===== src/rtl/alu_pkg.sv =====
// rtl/alu_pkg.sv - Micro-op encoding, ISA-wide constants and trace formatting for the ALU
package alu_pkg;

  localparam int XLEN          = 32;
  localparam int REG_ADDR_BITS = 5;
  localparam int SHAMT_BITS    = 5;
  localparam int TRACE_CHARS   = 17;

  // Encodings 11..15 are left unassigned; the ALU completes them with wen=0.
  typedef enum logic [3:0] {
    UOP_ADD  = 4'd0,
    UOP_SUB  = 4'd1,
    UOP_AND  = 4'd2,
    UOP_OR   = 4'd3,
    UOP_XOR  = 4'd4,
    UOP_SLL  = 4'd5,
    UOP_SRL  = 4'd6,
    UOP_SRA  = 4'd7,
    UOP_SLT  = 4'd8,
    UOP_SLTU = 4'd9,
    UOP_LUI  = 4'd10
  } rv_uop;

  function automatic logic [7:0] hex_char(input logic [3:0] n);
    return (n < 4'd10) ? (8'h30 + {4'h0, n}) : (8'h57 + {4'h0, n});
  endfunction

  // "pppppppp:dddddddd" while a result is valid, all blanks otherwise.
  function automatic logic [8*TRACE_CHARS-1:0] alu_trace(
    input logic            val,
    input logic [XLEN-1:0] pc,
    input logic [XLEN-1:0] wdata
  );
    logic [8*TRACE_CHARS-1:0] s;
    s = {TRACE_CHARS{8'h20}};
    if (val) begin
      for (int i = 0; i < 8; i++) begin
        s[8*(TRACE_CHARS-1-i) +: 8] = hex_char(pc[4*(7-i) +: 4]);
        s[8*(7-i) +: 8]             = hex_char(wdata[4*(7-i) +: 4]);
      end
      s[8*8 +: 8] = 8'h3a;
    end
    return s;
  endfunction

endpackage


===== src/rtl/alu_datapath.sv =====
// rtl/alu_datapath.sv - Combinational integer datapath: (uop, op1, op2) -> (wdata, wen)
module alu_datapath
  import alu_pkg::*;
(
  input  rv_uop           i_uop,
  input  logic [XLEN-1:0] i_op1,
  input  logic [XLEN-1:0] i_op2,
  output logic [XLEN-1:0] o_wdata,
  output logic            o_wen
);

  logic [SHAMT_BITS-1:0] w_shamt;
  logic                  w_lt_signed;
  logic                  w_lt_unsigned;

  assign w_shamt       = i_op2[SHAMT_BITS-1:0];
  assign w_lt_signed   = $signed(i_op1) < $signed(i_op2);
  assign w_lt_unsigned = i_op1 < i_op2;

  always_comb begin
    o_wdata = '0;
    o_wen   = 1'b1;
    case (i_uop)
      UOP_ADD:  o_wdata = i_op1 + i_op2;
      UOP_SUB:  o_wdata = i_op1 - i_op2;
      UOP_AND:  o_wdata = i_op1 & i_op2;
      UOP_OR:   o_wdata = i_op1 | i_op2;
      UOP_XOR:  o_wdata = i_op1 ^ i_op2;
      UOP_SLL:  o_wdata = i_op1 << w_shamt;
      UOP_SRL:  o_wdata = i_op1 >> w_shamt;
      UOP_SRA:  o_wdata = $unsigned($signed(i_op1) >>> w_shamt);
      UOP_SLT:  o_wdata = {{(XLEN-1){1'b0}}, w_lt_signed};
      UOP_SLTU: o_wdata = {{(XLEN-1){1'b0}}, w_lt_unsigned};
      UOP_LUI:  o_wdata = i_op2;
      default: begin
        o_wdata = '0;
        o_wen   = 1'b0;
      end
    endcase
  end

endmodule


===== src/rtl/alu.sv =====
// rtl/alu.sv - Single-cycle ALU execute unit with a one-entry val/rdy output register
module alu
  import alu_pkg::*;
#(
  parameter int p_seq_num_bits = 5
) (
  input  logic                      clk,
  input  logic                      rst,

  input  logic                      D_val,
  output logic                      D_rdy,
  input  logic [XLEN-1:0]           D_pc,
  input  logic [p_seq_num_bits-1:0] D_seq_num,
  input  logic [XLEN-1:0]           D_op1,
  input  logic [XLEN-1:0]           D_op2,
  input  logic [REG_ADDR_BITS-1:0]  D_waddr,
  input  rv_uop                     D_uop,

  output logic                      W_val,
  input  logic                      W_rdy,
  output logic [XLEN-1:0]           W_pc,
  output logic [p_seq_num_bits-1:0] W_seq_num,
  output logic [REG_ADDR_BITS-1:0]  W_waddr,
  output logic [XLEN-1:0]           W_wdata,
  output logic                      W_wen
);

  logic                      r_val;
  logic [XLEN-1:0]           r_pc;
  logic [p_seq_num_bits-1:0] r_seq_num;
  logic [REG_ADDR_BITS-1:0]  r_waddr;
  logic [XLEN-1:0]           r_wdata;
  logic                      r_wen;

  logic [XLEN-1:0]           w_wdata;
  logic                      w_wen;
  logic                      w_accept;

  // Accept when the slot is empty or is being drained this same cycle.
  assign D_rdy    = !r_val || W_rdy;
  assign w_accept = D_val && D_rdy;

  alu_datapath u_datapath (
    .i_uop   (D_uop),
    .i_op1   (D_op1),
    .i_op2   (D_op2),
    .o_wdata (w_wdata),
    .o_wen   (w_wen)
  );

  always_ff @(posedge clk or negedge rst) begin
    if (!rst) begin
      r_val     <= 1'b0;
      r_pc      <= '0;
      r_seq_num <= '0;
      r_waddr   <= '0;
      r_wdata   <= '0;
      r_wen     <= 1'b0;
    end else if (w_accept) begin
      r_val     <= 1'b1;
      r_pc      <= D_pc;
      r_seq_num <= D_seq_num;
      r_waddr   <= D_waddr;
      r_wdata   <= w_wdata;
      r_wen     <= w_wen;
    end else if (W_rdy) begin
      r_val     <= 1'b0;
    end
  end

  assign W_val     = r_val;
  assign W_pc      = r_pc;
  assign W_seq_num = r_seq_num;
  assign W_waddr   = r_waddr;
  assign W_wdata   = r_wdata;
  assign W_wen     = r_wen;

endmodule


===== config.mk =====
export PLATFORM = sky130hd
export DESIGN_NAME = alu
export DESIGN_NICKNAME = d
export VERILOG_FILES = /design/src/rtl/alu_pkg.sv /design/src/rtl/alu_datapath.sv /design/src/rtl/alu.sv
export SDC_FILE = /design/constraint.sdc
export NUM_CORES = 1
export LEC_CHECK = 0
export ABC_AREA = 1
export ABC_CLOCK_PERIOD_IN_PS = 1100
export CORE_MARGIN = 5
export CORE_UTILIZATION = 50
export CTS_CLUSTER_SIZE = 8
export DETAILED_ROUTE_END_ITERATION = 10
export GPL_TIMING_DRIVEN = 0
export PLACE_DENSITY = 0.81
export SYNTH_ARGS = -nofsm -noshare
export SYNTH_HDL_FRONTEND = slang
export SYNTH_HIERARCHICAL = 1
export SYNTH_SLANG_ARGS = --single-unit
export TNS_END_PERCENT = 5

===== constraint.sdc =====
create_clock -name clk -period 1.1 [get_ports clk]
set_input_delay 0.275 -clock clk [delete_from_list [all_inputs] [get_ports clk]]
set_output_delay 0.275 -clock clk [all_outputs]
set_load 0.005 [all_outputs]

# Word level (Yosys, flattened, before mapping)
# Cells that the tools add are included.
[classes] add_sub_neg=2 n_mul=0 n_div=0 magnitude_cmp=2 eq_ne=10 n_shift=3 muxes=4 n_bitwise=3 reduce_logical=6
[op_table] cell="one-hot mux 32 bit (11 select lines)" n=1
[op_table] cell="< comparator 32 bit" n=2
[op_table] cell="adder 32 bit" n=1
[op_table] cell="bitwise AND 32 bit" n=1
[op_table] cell="bitwise OR 32 bit" n=1
[op_table] cell="<< shifter 32 x 5 -> 32 bit" n=1
[op_table] cell=">> shifter 32 x 5 -> 32 bit" n=1
[op_table] cell=">>> shifter 32 x 5 -> 32 bit" n=1
[op_table] cell="subtractor 32 bit" n=1
[op_table] cell="XOR 32 bit" n=1
[op_table] cell="equality test 4 x 3 -> 1 bit, second input constant" n=4
[op_table] cell="equality test 4 bit, second input constant" n=3
[op_table] cell="OR reduction 11 bit" n=1
[op_table] cell="equality test 4 x 2 -> 1 bit, second input constant" n=2
[op_table] cell="equality test 4 x 1 -> 1 bit, second input constant" n=1
[op_table] cell="logical NOT 4 bit" n=1
[op_table] cell="two-way mux 1 bit" n=3
[op_table] cell="nonzero test 2 bit" n=1
[op_table] cell="logical AND 1 bit" n=1
[op_table] cell="logical NOT 1 bit" n=1
[op_table] cell="logical OR 1 bit" n=1
[totals] regBits=76 latch_bits=0 ram_bits=0 rom_bits=0 in_bits=114 output_inout_bits=77 word_cells=36 memories=0

# Depth between registers and ports, before layout
[depth] word_depth=4 mapped_depth=21 ltp_nobuf=18

# Cells and area by module
# Netlist, hierarchy kept.
[by_module_without_submodules] module="alu_datapath" instances=1 cells_each=2140 area_per_inst_um2=10201.0 seq_area_each_um2=0.0
[by_module_without_submodules] module="alu" instances=1 cells_each=329 area_per_inst_um2=3001.6 seq_area_each_um2=1901.8

# Worst setup path before layout
# OpenSTA, ideal clock, no wires.
[synth_timing] path_type="input-to-reg" from="input D_op2[3]" to="register r_wdata[0], in the netlist W_wdata[0]" setup_time_ns=0.117 t_arrival_ns=2.312 required_ns=0.983 path_slack_ns=-1.328 cell_stages=20 path_buffers=4 path_cell_list="buf_2 inv_2 buf_2 buf_2 ha_1 buf_2 nor2_1 nand2_1 nand3_1 nand2_1 nand2_1 nand2_1 nand2_1 nand2_1 nand2_1 nor2_1 nor2_1 nand2_1 nand3_1 nand2_1"
[synth_via] elab_chain_cells=2 elab_cells_between_ends=6 cone_classes="2 x order compare; 3 x shift; 1 x mux"
[synth_rtl] item="from (decl)" line_no="alu.sv:15" text="input logic [XLEN-1:0] D_op2,"
[synth_rtl] item="< comparator 32 bit, or another cell as far along" line_no="alu_datapath.sv:18" text="assign w_lt_unsigned = i_op1 < i_op2;"
[synth_rtl] item="one-hot mux 32 bit (11 select lines) (*)" line_no="alu_datapath.sv:23" text="case (i_uop)"
[synth_rtl] item="named net w_wdata[0]" line_no="alu.sv:35" text="logic [XLEN-1:0] w_wdata;"
[synth_rtl] item="to (signal assigned)" line_no="alu.sv:64" text="r_wdata <= w_wdata;"
[synth_rtl] item="to (decl)" line_no="alu.sv:32" text="logic [XLEN-1:0] r_wdata;"
# Mark *: on every way through the listed nets, which the timed path passes. The rest lies on a longest branch.
# A chain may end at the register's enable or synchronous reset.

# Final worst setup path
[layout_timing] from="input D_op2[2]" to="register r_wdata[8], in the netlist W_wdata[8]"
[layout_via] elab_chain_cells=2 elab_cells_between_ends=6 cone_classes="2 x add/sub; 3 x shift; 1 x mux"
[layout_rtl] item="subtractor 32 bit, or another cell as far along" line_no="alu_datapath.sv:25" text="UOP_SUB: o_wdata = i_op1 - i_op2;"
[layout_rtl] item="one-hot mux 32 bit (11 select lines) (*)" line_no="alu_datapath.sv:23"
[layout_rtl] item="named net w_wdata[8]" line_no="alu.sv:35"
# Marked as above.

==> flow_summary.json <==
{
  "fin_ws_ns": -1.15,
  "avgSynthCellArea_um2": 5.35,
  "grtUsageMet1": 0.550,
  "path_cells": "buf_8, buf_8, inv_8, buf_12, buf_12, ha_4, buf_6, nor2_4, nand2_2, nand3_4, nand2_4, nand2_4, nand2_2, nand2_2, o21ai_4, a21oi_2, nand3_2, nand3_2, nand2_1",
  "finalPower_mw": 15.7,
  "n_antenna_cell": 0,
  "cts_made_buffers": 9,
  "initial_core_util": 0.507,
  "ioPinCount": 191,
  "dr.pass1.iters": 9,
  "die_area_um2": 29800,
  "htreeDepth": 3,
  "place_inst": 2995,
  "max_freq_ghz": 0.444,
  "clkTransAtPathRegs_ns": 0.06,
  "fin_crit_sh": 2.05,
  "hold_viol": 0,
  "rows": 59,
  "status": "finished, violations left",
  "cp-start-kind": "primary input",
  "wirelength_um": 73800,
  "antenna_found_initial": 1,
  "synth_cell_types": 41,
  "cp_max_fo": 6,
  "core_um2": 26100,
  "worstSetupPathType": "primary input to register",
  "async_flop_share": 1.00,
  "cp-startpoint": "D_op2[2]",
  "cts_buffer_depth": 2,
  "area_growth_pct": 38.7,
  "setup_viol": 145,
  "crit_path_end_kind": "register",
  "grt_max_degree": 64,
  "final_nets": 2962,
  "grt.total_usage": 0.466,
  "fin_skew_ns": 0.00825,
  "wl_per_cell_um": 23.9,
  "synth_edf_count": 0,
  "met2_usage": 0.710,
  "timing.rr.end": "W_wdata[14]",
  "final-max-slew-violation-count": 0,
  "path_buf_inv": 6,
  "via_count": 19800,
  "vdd_drop_max_mv": 0.989,
  "critPathArrivalTime_ns": 2.52,
  "p_leak_nw": 9.94,
  "path_common_cell": "nand2_2",
  "max-slew-margin-rel": 0.424,
  "port_buffers": 190,
  "rsz0062_at_grt": "yes",
  "fin_util": 0.703,
  "grt_pass1_vias": 18600,
  "drive_gt1_frac": 0.261,
  "syn_inst": 2469,
  "hp-class": "primary input to asynchronous set/reset pin",
  "fin_crit_ns": 2.25,
  "syn_nets": 2686,
  "fin_cells": 3085,
  "drc": 0,
  "clock_latency_ns": 0.34,
  "drt_iter0_drc": 3075,
  "worstMarginPinSlew_ns": 0.864,
  "cts_tree": "yes",
  "regToRegStartpoint": "W_val",
  "die_h_um": 172,
  "r2r_slack_ns": -0.30,
  "slowest_stage": "ha_4",
  "dpl.hpwl_um": 54700,
  "grtUsageMet3": 0.141,
  "power_density_nw_per_um2": 855,
  "die_w_um": 172,
  "final_antenna_net_count": 0,
  "grt-ovfl-total": 0,
  "cp.required_ns": 1.37,
  "routabilityCongestion": 1.14,
  "failed_checks": "setup timing",
  "clock_sinks": 76,
  "busiest_layer": "met2",
  "ys_warn_count": 6,
  "ff2ff_path_depth": 4,
  "ys_ff_latch": 76,
  "cpLargestDelayFamily": "simple AND/OR/NAND/NOR gates",
  "yosysSeqAreaShare": 0.144,
  "drv_cap": 0,
  "synth_area_um2": 13200,
  "viasPerCell": 6.40,
  "root_buffer": "clkbuf_16",
  "grt_pass1_wl_um": 106000,
  "cp_slowest_stage_delay_ns": 0.35,
  "synth-main-ff-cell": "dfrtp_1"
}
[power by group]
group | switching [mW] | internal, mW
Sequential | 0.237 | 3.21
Clock | 1.23 | 2.00
Combinational | 5.85 | 3.13
[cells by family (layout without fill, tap and decap cells)]
kind of cell               Yosys count  count (layout)  share of synthesized area
buffers and inverters              417             698                      0.131
adders and majority gates          103             103                     0.0987
muxes                                1               1                   0.000758
AOI/OAI and AO/OA                  222             222                     0.0959
and+or+nand+nor                   1649            1649                      0.529
DFF                                 76              76                      0.144
xor gates and xnor gates             1               1                   0.000664
[metrics by stage]
| step | instance area, um^2 | worst slack (ns) | setup TNS, ns | hold slack [ns] |
|---|---|---|---|---|
| global placement | 15800 | -2.80 | -302.43 | 0.452 |
| global route | 18300 | -1.19 | -45.04 | 0.367 |
| floorplan | 13500 | -0.952 | -28.33 | -0.0206 |
| CTS | 17800 | -1.04 | -40.31 | 0.332 |
| detailed placement | 15800 | -2.43 | -92.03 | 0.143 |
| finish | 18300 | -1.15 | -39.67 | 0.343 |
[placed cells by master, fill, tap and decap left out, types with 7 or more instances in the layout]
cell type	count
o21bai_1	8
nand3_1	421
buf_2	68
o211ai_1	22
a21oi_2	25
nand3_2	57
o21ai_2	9
nor2_2	43
o21ai_1	18
clkbuf_16	9
buf_12	9
nor3_2	8
o22ai_1	43
nand2_4	31
nor2_1	104
o21ai_0	34
and2_1	7
ha_4	21
clkdlybuf4s50_1	48
buf_4	97
clkbuf_4	10
nand3_4	13
clkbuf_2	55
inv_4	7
dlygate4sd2_1	20
buf_6	33
dfrtp_1	76
buf_8	10
nor2_4	40
a21oi_1	42
nor3_1	13
nand4_1	20
clkbuf_1	12
ha_1	78
inv_1	237
inv_2	49
a21oi_4	7
nand2_2	78
nand2_1	803
[area by class of cell]
class | instances | area, um^2
sequential | 76 | 1900
tap | 335 | 419
fill | 2238 | 7740
timing repair buffer | 270 | 2100
multi-input combinational | 1976 | 11400
clock inverter | 7 | 98.8
buffer | 112 | 960
inverter | 300 | 1170
clock buffer | 9 | 225
[cell usage after synthesis, types with 2 or more instances]
cell	n	area, um^2
buf_2	63	315
clkbuf_1	25	93.8
o21ai_1	4	20.0
nand3_1	491	2460
nand2_1	909	3410
nand2_2	3	18.8
ha_1	101	1260
inv_1	291	1090
nor2_4	4	45.0
a21oi_1	74	370
inv_2	8	30.0
a211oi_1	2	15.0
buf_1	8	30.0
o21ai_0	61	305
o21bai_1	8	60.1
and3_1	3	18.8
o31ai_1	2	15.0
and2_1	7	43.8
nor3_1	25	125
buf_4	8	60.1
o211ai_1	22	165
clkbuf_2	7	35.0
nand3b_1	2	15.0
buf_6	6	67.6
o22ai_1	43	269
dfrtp_1	76	1900
nor2_2	7	43.8
fa_1	2	40.0
nand4_1	20	125
nor2_1	176	661
[routing by layer]
layer	vias to the layer above	wire length, um
li1	8529	-
met1	8937	24700
met2	1723	31000
met3	566	10400
met4	2	7720
met5	-	13
[what timing repair did]
item                                   CTS  global route
resized for setup                      838           246
setup buffers                           64            11
hold buffers                             1             0
cloned                                   3             0
pin swaps                              105            83
setup endpoints to repair              153           153
endpoints found under the hold margin   13             0
[how the worst max path moves through the flow]
stage / endpoint / cells after the start / slack [ns]
6_report: W_wdata[8] / 19 / -1.15
5_1_grt: W_wdata[13] / 18 / -1.19
4_1_cts: W_wdata[12] / 18 / -1.04
3_5_place_dp: W_wdata[9] / 17 / -2.43
3_3_place_gp: W_pc[25] / 1 / -2.80
2_1_floorplan: W_wdata[30] / 19 / -0.95
[registers in the layout (all words and copies together) (netlist names)]
name	flops
W_seq_num	5
W_waddr	5
W_pc	32
W_wen	1
W_val	1
W_wdata	32
[worst register-to-register path: stages, from the launching register on]
cell	delay (ns)
dfrtp_1	0.41
nand2_4	0.12
clkbuf_1	0.49
nand3_2	0.20
nand2_1	0.12
(Power assumes the default switching activity.)
